$ cat src/rtl/mcu_pkg.sv
// Shared MCU definitions: datapath widths and the program-loader state set.
package mcu_pkg;

  localparam int INSTR_W = 12;
  localparam int ADDR_W  = 8;

  typedef enum logic [2:0] {
    IDLE  = 3'd0,
    LO    = 3'd1,
    HI    = 3'd2,
    WRITE = 3'd3,
    CHECK = 3'd4,
    DONE  = 3'd5,
    ERR   = 3'd6
  } ld_state_t;

endpackage

$ cat src/rtl/program_loader.sv
// Program loader: assembles 12-bit instructions from a byte stream (low byte,
// then high nibble), writes them to program memory one per WRITE cycle, and
// closes the image with an XOR checksum byte.
module program_loader
  import mcu_pkg::*;
#(
  parameter int PROG_LEN = 10
) (
  input  logic               clk,
  input  logic               rst,
  input  logic               start,
  input  logic               rx_valid,
  input  logic [7:0]         rx_data,
  output logic               rx_ready,
  output logic               PMem_LE,
  output logic [ADDR_W-1:0]  load_addr,
  output logic [INSTR_W-1:0] load_instr,
  output logic               load_done,
  output logic               load_err
);

  localparam logic [ADDR_W-1:0] LAST_ADDR = ADDR_W'(PROG_LEN - 1);

  ld_state_t  state, state_nxt;
  logic [7:0] lo_byte;
  logic [7:0] checksum;
  logic       accept;

  // State register; reset parks the loader in IDLE
  always_ff @(posedge clk or posedge rst) begin
    if (rst) state <= IDLE;
    else     state <= state_nxt;
  end

  // Next state and state-decoded outputs; start always wins over a byte
  always_comb begin
    state_nxt = state;
    rx_ready  = 1'b0;
    PMem_LE   = 1'b0;
    load_done = 1'b0;
    load_err  = 1'b0;
    accept    = 1'b0;
    case (state)
      LO, HI, CHECK: rx_ready = !start;
      WRITE:         PMem_LE  = 1'b1;
      DONE:          load_done = 1'b1;
      ERR:           load_err  = 1'b1;
      default:       ;
    endcase
    accept = rx_valid && rx_ready;
    if (start) begin
      state_nxt = LO;
    end else begin
      case (state)
        LO:      if (accept) state_nxt = HI;
        HI:      if (accept) state_nxt = (rx_data[7:4] == 4'h0) ? WRITE : ERR;
        WRITE:   state_nxt = (load_addr == LAST_ADDR) ? CHECK : LO;
        CHECK:   if (accept) state_nxt = (rx_data == checksum) ? DONE : ERR;
        default: ;
      endcase
    end
  end

  // Byte assembly, running checksum and write address; the address is
  // compared before incrementing so it can never wrap past the last slot
  always_ff @(posedge clk or posedge rst) begin
    if (rst) begin
      lo_byte    <= '0;
      checksum   <= '0;
      load_addr  <= '0;
      load_instr <= '0;
    end else if (start) begin
      checksum  <= '0;
      load_addr <= '0;
    end else begin
      case (state)
        LO: if (accept) begin
          lo_byte  <= rx_data;
          checksum <= checksum ^ rx_data;
        end
        HI: if (accept) begin
          checksum <= checksum ^ rx_data;
          if (rx_data[7:4] == 4'h0) load_instr <= {rx_data[3:0], lo_byte};
        end
        WRITE: if (load_addr != LAST_ADDR) load_addr <= load_addr + 1'b1;
        default: ;
      endcase
    end
  end

endmodule

$ cat config.mk
export PLATFORM = sky130hd
export DESIGN_NAME = program_loader
export DESIGN_NICKNAME = d
export VERILOG_FILES = /design/src/rtl/mcu_pkg.sv /design/src/rtl/program_loader.sv
export SDC_FILE = /design/constraint.sdc
export NUM_CORES = 1
export LEC_CHECK = 0
export BUFFER_PORTS_ARGS = -buffer_cell sky130_fd_sc_hd__buf_2
export CAP_MARGIN = 0
export CORE_ASPECT_RATIO = 0.5
export CORE_MARGIN = 2
export CORE_UTILIZATION = 55
export DETAILED_ROUTE_END_ITERATION = 12
export PLACE_DENSITY_LB_ADDON = 0.2
export SLEW_MARGIN = 20
export SYNTH_ARGS = -nofsm -noshare
export SYNTH_HDL_FRONTEND = slang
export SYNTH_SLANG_ARGS = --single-unit
$ cat constraint.sdc
create_clock -name clk -period 2.1 [get_ports clk]
set_input_delay 0.42 -clock clk [delete_from_list [all_inputs] [get_ports clk]]
set_output_delay 0.42 -clock clk [all_outputs]
set_load 0.02 [all_outputs]
==> run summary <==
Setup repair after global routing left no endpoint under its margin. The final clock skew is 5.55 ps, and the routed length per instance is 13.9 um. The headroom to the max-slew limit came out at 0.605. The final layout contains 220 nets. Hold repair after CTS inserted 0 buffers. The proportion of register bits with asynchronous set or reset after synthesis is 1.00, and the power density relative to cell area is 1110 nW/um2. Library cell used as clock root buffer: sky130_fd_sc_hd__clkbuf_8. The first global-routing pass estimated 6150 um of wire.

Average footprint of a synthesized cell: 11.8 um2. The tools report the final count of pins violating max slew as 0. Number of endpoints failing setup at the final stage: 0. The tools report the global-route usage over all layers as 0.203.

The tools report the number of buffers inserted by post-CTS setup repair as 0. The floorplan has 15 rows. The synthesized design contains 39 register bits. The die area was 4080 um2; the final count of hold timing violations was 0. In this run, post-CTS repair resized a total of 0 instances. Clock-pin slew was measured on the worst setup and hold paths at 80 ps.

The min-delay analysis places its worst path in the category in2async. By startpoint and endpoint, the worst setup path is classified as reg2out. From bottom edge to top edge, the die measures 46.2 um. STA classifies the critical path endpoint as an output port.

The logs give 0 for the max-capacitance violation count and 0 for the DRC violation count after routing. The run gives 0.666 mV as the maximum vdd ir drop. The area growth from synthesis to layout is 18.4%. For the net count of the mapped netlist, the log shows 180.

In this run, CTS created clock tree buffers numbering 5. The finished layout holds 258 standard cells, fillers aside. The placer congestion estimate was 0.832. In the synthesized netlist the dominant register cell turns out to be sky130_fd_sc_hd__dfrtp_1. Summed over all nets, the half-perimeter wirelength after detailed placement is 2650 um.

The run gives 49 as the first-iteration detailed-routing DRC count. STA classifies the critical path startpoint as a flip-flop. The via count of the first global-routing pass is 1312. After floorplanning, the core was sized to cover 3420 um2.

Summing every instance area after synthesis gives 1960 um2. The clock passes through at most 2 buffers. The logs give 0 for the number of antenna violations at the first check in global routing and 1550 ps for the critical path arrival.

After detailed routing, the total wire length is 3580 um. The number of antenna diodes in the final layout is 0. The tools report the later-pin clock latency in the skew report as 290 ps.

Dividing the detail-routed via count by the number of cells gives 5.18. The flow ran to the end, and the final reports show no timing, DRC or antenna violations. The largest net degree at the start of global routing is 40. The share of the cycle needed by the critical path after routing is 0.939, and the total I/O pin count is 36. The ratio of cells with drive above 1 in the final layout is 0.357. For the worst setup path, the data required time is 1680 ps.

The run gives 37 as the distinct cell type count after synthesis. For this run, the top clock speed supported by timing is 507 MHz. The detail route stage leaves a number of antenna-violating nets equal to 0. For this run, the number of Yosys warnings is 0. After detailed placement, the design holds a cell count of 250. From left edge to right edge, the die measures 88.3 um. TritonCTS built the clock tree.

Synthesis produced a netlist whose cell count is 166. The tools report the starting utilization of the core area as 0.573. The tools report the first-pass iteration count of the detailed router as 6. The time the worst path needs with I/O delays and setup was 1970 ps; the number of buffer cells added on primary ports was 35. The number of clock sinks is 39, and the leakage component of the power is 1.11 nW. Global routing finished with a remaining overflow of 0. At the pin with the least slew margin, the transition time is 591 ps. The number of H-tree branching levels is 2, and the sum of negative setup slack is 0 ps. Across all register-to-register paths, the minimum setup slack is 230 ps. Of all nets on the critical path, the largest fanout is 10. The sequential element share of the synthesized area is 0.499, and the count of vias placed by the detailed router is 1337. Yosys mapped a number of flops with a built-in enable equal to 0.
## stage by stage
step	area, um2	hold slack [ps]	total power [mW]	setup slack (ps)	utilization
finish	2310	227	2.58	129	0.678
global route	2310	278	2.76	56.8	0.678
CTS	2310	250	2.60	154	0.678
detailed placement	2200	494	1.98	163	0.645
global placement	2200	484	1.95	220	0.645
floorplan	1960	477	1.75	236	-
## power by group
| group | switching (mW) | total (mW) | internal [mW] |
|---|---|---|---|
| sequential | 0.173 | 1.11 | 0.939 |
| clock | 0.262 | 0.615 | 0.353 |
| combinational | 0.468 | 0.851 | 0.383 |
| total | 0.903 | 2.58 | 1.68 |
## cell families after synthesis
| kind of cell | count (synthesis) | synth area share |
|---|---|---|
| adders and majority gates | 3 | 0.0179 |
| xor gates and xnor gates | 25 | 0.112 |
| muxes | 21 | 0.140 |
| AOI/OAI and AO/OA | 9 | 0.0339 |
| and+or+nand+nor | 57 | 0.166 |
| buffers and inverters | 12 | 0.0313 |
| DFF | 39 | 0.499 |
## layout make-up
| type | count | area [um2] |
|---|---|---|
| tap | 51 | 63.8 |
| fill | 275 | 1100 |
| clock buffer | 5 | 68.8 |
| timing repair buffer | 40 | 225 |
| sequential | 39 | 976 |
| multi-input combinational | 115 | 918 |
| inverter | 5 | 18.8 |
| clock inverter | 3 | 43.8 |
## cell usage after synthesis (2+ instances only)
| library cell | count | area (um2) |
|---|---|---|
| sky130_fd_sc_hd__and3_1 | 2 | 12.5 |
| sky130_fd_sc_hd__buf_2 | 4 | 20.0 |
| sky130_fd_sc_hd__dfrtp_1 | 39 | 976 |
| sky130_fd_sc_hd__ha_1 | 2 | 25.0 |
| sky130_fd_sc_hd__inv_1 | 5 | 18.8 |
| sky130_fd_sc_hd__mux2_2 | 11 | 124 |
| sky130_fd_sc_hd__mux2_4 | 10 | 150 |
| sky130_fd_sc_hd__nand2_1 | 4 | 15.0 |
| sky130_fd_sc_hd__nand3_1 | 12 | 60.1 |
| sky130_fd_sc_hd__nand4_1 | 3 | 18.8 |
| sky130_fd_sc_hd__nor2_1 | 21 | 78.8 |
| sky130_fd_sc_hd__nor3_1 | 3 | 15.0 |
| sky130_fd_sc_hd__nor4_4 | 2 | 42.5 |
| sky130_fd_sc_hd__or3_1 | 2 | 12.5 |
| sky130_fd_sc_hd__xnor2_1 | 9 | 78.8 |
| sky130_fd_sc_hd__xor2_1 | 16 | 140 |
## cell usage in the layout (no fill, tap or decap), drive strengths merged, types with 2 or more instances in the layout
| cell type | netlist | layout |
|---|---|---|
| nor4 | 3 | 3 |
| nand4 | 3 | 3 |
| clkinv | 0 | 2 |
| xnor2 | 9 | 9 |
| inv | 5 | 5 |
| mux2 | 21 | 21 |
| dfrtp | 39 | 39 |
| buf | 6 | 40 |
| nand3 | 12 | 12 |
| xor2 | 16 | 16 |
| ha | 2 | 2 |
| or3 | 2 | 2 |
| and3 | 2 | 2 |
| nor2 | 21 | 21 |
| nand2 | 4 | 4 |
| o21ai | 2 | 2 |
| nor3 | 3 | 3 |
| clkbuf | 1 | 5 |
## critical path, stage by stage (launching register included)
cell                      delay [ps]
sky130_fd_sc_hd__dfrtp_1         570
sky130_fd_sc_hd__inv_1           150
sky130_fd_sc_hd__nor2_1          280
sky130_fd_sc_hd__nor3_1           90
sky130_fd_sc_hd__buf_2           170
## registers in the layout, indices dropped and copies added, names as in the netlist
signal      flops
checksum        8
lo_byte         8
load_addr       8
load_instr     12
state           3
## worst paths after layout
| kind | start | end | cells past startpoint |
|---|---|---|---|
| setup reg to reg | load_addr[1]$_DFFE_PP0P_ | load_addr[1]$_DFFE_PP0P_ | 6 |
| hold reg to reg | lo_byte[3]$_DFFE_PP0P_ | load_instr[3]$_DFFE_PP0P_ | 1 |
| hold / removal | rst | load_instr[8]$_DFFE_PP0P_ | 3 |
| min in group clk | rx_data[2] | lo_byte[2]$_DFFE_PP0P_ | 2 |
| max in group asynchronous | rst | load_addr[0]$_DFFE_PP0P_ | 3 |
| setup / recovery | state[1]$_DFFE_PP0P_ | rx_ready | 4 |
## per-layer routing
layer,global-route usage,routed length [um],share of wire
met3,0.0538,137,0.038
met5,0,0,0
met4,0.0636,43,0.012
met2,0.325,1630,0.46
met1,0.274,1770,0.49
Note: power is estimated with default switching activity, not from simulation.
